### src/rtl/simd_decoder.sv
// simd_decoder: instruction fetch/decode front end feeding one control word per datapath issue slot.
// Define SIMD_DECODER_PERF_EN to add the issued_count/bubble_count performance counters.
module simd_decoder #(
  parameter int ADDR_WIDTH = 10,
  parameter int OP_SEL_WIDTH = 4,
  parameter int IMEM_AW = 8,
  localparam int INSTR_WIDTH = 6 + 3*ADDR_WIDTH,
  localparam int CTRL_WIDTH = 3*ADDR_WIDTH + OP_SEL_WIDTH + 4
)(
  input  logic                   clk,
  input  logic                   rstn,
  input  logic                   start,
  input  logic [IMEM_AW-1:0]     start_pc,
  output logic                   busy,
  output logic                   done,
  output logic                   imem_en,
  output logic [IMEM_AW-1:0]     imem_addr,
  input  logic [INSTR_WIDTH-1:0] imem_rdata,
  input  logic                   issue_slot,
  output logic [CTRL_WIDTH-1:0]  ctrl_word,
  output logic                   ctrl_valid
`ifdef SIMD_DECODER_PERF_EN
  ,
  output logic [31:0]            issued_count,
  output logic [31:0]            bubble_count
`endif
);
  logic [5:0] op;
  logic [ADDR_WIDTH-1:0] ra, aa, ba;
  logic [OP_SEL_WIDTH-1:0] pe;
  logic [CTRL_WIDTH-1:0] dec;
  logic [IMEM_AW-1:0] pc;
  logic in_flight, is_halt, accept, consume;
  assign {op, ra, aa, ba} = imem_rdata;
  assign pe = OP_SEL_WIDTH'(op[3:0]);
  assign is_halt = &op;
  // opcode[5:4]: 01 ELEM, 10 DOT_ACC (no result write), 11 DOT_WB; 00 stays all-zero
  assign dec = (op[5:4] == 2'b00) ? '0 :
               {aa, ba, pe, op[5], &op[5:4], {ADDR_WIDTH{op[4]}} & ra, op[4], &op[5:4]};
  assign accept = start && !busy && !done;
  assign consume = ctrl_valid && issue_slot;
  assign imem_en = busy && !in_flight && (!ctrl_valid || issue_slot);
  assign imem_addr = pc;
  always_ff @(posedge clk) begin
    if (!rstn) begin
      busy <= 1'b0;
      done <= 1'b0;
      pc <= '0;
      in_flight <= 1'b0;
      ctrl_valid <= 1'b0;
      ctrl_word <= '0;
    end else begin
      done <= 1'b0;
      in_flight <= imem_en;
      if (accept) begin
        busy <= 1'b1;
        pc <= start_pc;
      end
      if (imem_en) pc <= pc + 1'b1;
      if (in_flight && is_halt) begin
        busy <= 1'b0;
        done <= 1'b1;
      end
      // a returning word always wins over the consume of the previous one
      if (in_flight && !is_halt) begin
        ctrl_valid <= 1'b1;
        ctrl_word <= dec;
      end else if (consume) begin
        ctrl_valid <= 1'b0;
        ctrl_word <= '0;
      end
    end
  end
`ifdef SIMD_DECODER_PERF_EN
  always_ff @(posedge clk) begin
    if (!rstn || accept) begin
      issued_count <= '0;
      bubble_count <= '0;
    end else begin
      if (consume && !(&issued_count)) issued_count <= issued_count + 1'b1;
      if (issue_slot && busy && !ctrl_valid && !(&bubble_count)) bubble_count <= bubble_count + 1'b1;
    end
  end
`endif
endmodule

### config.mk
export PLATFORM = sky130hd
export DESIGN_NAME = simd_decoder
export DESIGN_NICKNAME = d
export VERILOG_FILES = /design/src/rtl/simd_decoder.sv
export SDC_FILE = /design/constraint.sdc
export NUM_CORES = 1
export LEC_CHECK = 0
export BUFFER_PORTS_ARGS = -buffer_cell sky130_fd_sc_hd__buf_4
export CAP_MARGIN = 20
export CORE_ASPECT_RATIO = 0.6
export CORE_MARGIN = 2
export CORE_UTILIZATION = 44
export CTS_CLUSTER_DIAMETER = 30
export DETAILED_ROUTE_END_ITERATION = 6
export PLACE_DENSITY = 0.79
export SKIP_CTS_REPAIR_TIMING = 1
export SLEW_MARGIN = 20
export SYNTH_ARGS = -nofsm -noshare
export SYNTH_HDL_FRONTEND = slang
export SYNTH_SLANG_ARGS = --single-unit
export TNS_END_PERCENT = 100
### constraint.sdc
create_clock -name clk -period 1.7 [get_ports clk]
set_clock_uncertainty 0.05 [all_clocks]
set_input_delay 0.085 -clock clk [delete_from_list [all_inputs] [get_ports clk]]
set_output_delay 0.085 -clock clk [all_outputs]
set_load 0.02 [all_outputs]
==> reports/qor.csv <==
metric,value,unit
element type at the critical path end,register,
post-route cell area,3040,um^2
Worst-Skew Late Latency,0.29,ns
"area leader, netlist",dfxtp_1,
Vias,1810,
WHS,0.00657,ns
Worst setup SP type,primary input,
ranking of synthesized cells by area,"dfxtp_1 (54%), a22o_1 (14%), a22o_2 (3.9%)",
CTS Buffer Depth,2,
Sequential Power Share,0.513,
final setup fails,0,
Net Sw Frac,0.250,
VDD IR max,0.542,mV
initial drt markers,79,
Worst-Margin Slew,0.744,ns
Site Rows,17,
Final HPWL DP,3540,um
Inst Count DP,301,
NumNets Final,346,
Slew Limit Headroom,0.502,
met1 Use GR,0.286,
clock slew at reported path FFs,0.08,ns
total grt overflow,0,
ys flop type,dfxtp_1,
sum of negative setup slack,0,ns
reg-to-reg critical path endpoint,imem_addr[6],
Mapped Cells,162,
GR Util met3,0.0767,
r2r setup slk,0.14,ns
routed wire length,5390,um
post-route core utilization,0.798,
Initial Util,0.475,
worst reg2reg path depth,4,
clock network fraction of design power,0.303,
root cell of the clock tree,clkbuf_8,
Die Footprint,4650,um^2
"Async S/R FF share, synth",0,
Area after DPL,2570,um^2
number of fill cells in the layout,252,
"EDFF count, synth",0,
synth warn,0,
Net Sw Power,0.602,mW
synthesized net count,211,
Setup crit start,imem_rdata[34],
final worst path period share,0.965,
synth-to-layout area growth,68.0,%
met2 Resource Use GR,0.296,
H-tree depth,2,
min Tclk post-route,1.64,ns
CP required,1.89,ns
layout cells sized above 1,0.419,
unrepaired setup endpoints after global routing,false,
register area,982,um^2
CTS sink count,49,
routed vias/inst,5.25,
ANT nets after route,0,
count of buffers from port buffering,97,
final hold vios,0,
"Data arrival, critical path",1.83,ns
Logic pwr share,0.184,
Die Y,53.7,um
internal power,1.80,mW
number of remaining DRC errors,0,
Synth Register Bits,49,
num ports,98,
largest net degree at the start of global routing,38,
Top Usage Layer GRT,met2,
Max Cap Viol,0,
Syn Std Cell Area,1810,um^2
Num CTS Buffers,5,
leakage power,1.40,nW
vias in the first global route,1548,
Fmax,610,MHz
Critical Path Sink,ctrl_word[7],
diode count,0,
final-report max-slew violation count,0,
post-synth cell types,41,
crit-path max FO,11,
DRT Pass-1 Iters,4,
CORE AREA,3810,um^2
Die Span X,86.8,um
wire length per cell,15.6,um
register area share after synthesis,0.543,
syn avg cell area,11.2,um^2
post-synth top area share,0.543,
CTS tree,done,
Final Non-Filler Cells,345,
Crit Path Class,primary input to register,
GR Util All Layers,0.204,
Multi-input gate area,752,um^2
Hold WC Path Type,primary input to register,
initial antenna violation count,0,
Worst R2R Start,busy,
PD cells,792,nW/um^2
status,"complete, no violations",
placer congestion estimate,0.855,
first-pass GRT wire length,7220,um
[cells in the mapped netlist, drive strengths merged, types with 2 or more instances]
cell,instances
a21o,2
a21oi,9
a22o,35
a31oi,3
a32oi,2
and3,4
and4,2
buf,7
dfxtp,49
inv,4
nand2,8
nand2b,3
nand3,5
nor2,5
nor2b,3
nor3,2
o21ai,4
[critical path: stages]
cell and delay (ns):
dlygate4sd3_1 0.54, buf_4 0.16, and3_2 0.21, nor2_1 0.59, a22o_1 0.25
[metrics by stage]
step | power, mW | setup WS [ns]
floorplan | 1.43 | 0.125
detailed placement | 1.63 | 0.110
global route | 2.51 | 0.0212
global placement | 1.63 | 0.137
finish | 2.41 | 0.0595
CTS | 2.36 | 0.109
[worst min-delay path by stage]
stage	depth (start not counted)	startpoint	to	slack [ns]
final	3	start_pc[2]	imem_addr[2]	0.007
after global routing	3	start_pc[3]	imem_addr[3]	0.002
after CTS	2	imem_rdata[11]	ctrl_word[29]	-0.07
after detailed placement	2	imem_rdata[12]	ctrl_word[30]	0.25
after global placement	2	imem_rdata[9]	ctrl_word[27]	0.24
after floorplan	1	imem_rdata[1]	ctrl_word[19]	0.16
[registers in the layout, indices dropped and copies added (netlist names)]
signal	count
busy	1
in_flight	1
ctrl_word	37
imem_addr	8
done	1
ctrl_valid	1
[logic make-up after synthesis]
family	after synthesis	synth area share
DFF	49	0.543
and+or+nand+nor	37	0.124
adders and majority gates	1	0.00692
buffers and inverters	12	0.0415
AOI/OAI and AO/OA	63	0.285
[power groups by stage]
stage               Sequential, mW  Clock (mW)  Combinational, mW
floorplan                     1.30           0              0.128
finish                        1.23       0.729              0.442
CTS                           1.23       0.755              0.370
detailed placement            1.26           0              0.368
global placement              1.26           0              0.367
global route                  1.24       0.792              0.472
[layout by cell type (no fill, tap or decap), types with 2 or more instances in the layout]
cell type	n
nor2b_1	2
nand3_1	4
a22o_1	28
nand2_1	7
clkbuf_8	7
a32oi_1	2
a22o_2	7
nor2_1	5
a21o_1	2
inv_1	2
a31oi_1	3
dlygate4sd3_1	36
nand2b_1	3
o21ai_0	4
buf_4	99
a21oi_1	9
nor3_1	2
and3_1	3
dfxtp_1	48
[cell type report]
type | instances | share of cell area
Clock buffer | 7 | 0.0317
Clock inverter | 1 | 0.00165
Inverter | 4 | 0.00618
Multi-Input combinational cell | 101 | 0.248
Sequential cell | 49 | 0.323
Tap cell | 47 | 0.0194
Timing Repair Buffer | 136 | 0.370
[routing by layer]
| metal | share of wire | vias up |
|---|---|---|
| li1 | - | 888 |
| met1 | 0.47 | 853 |
| met2 | 0.46 | 65 |
| met3 | 0.066 | 4 |
| met4 | 0.0061 | 0 |
| met5 | 0 | - |
Note: power is estimated with default switching activity, not from simulation.
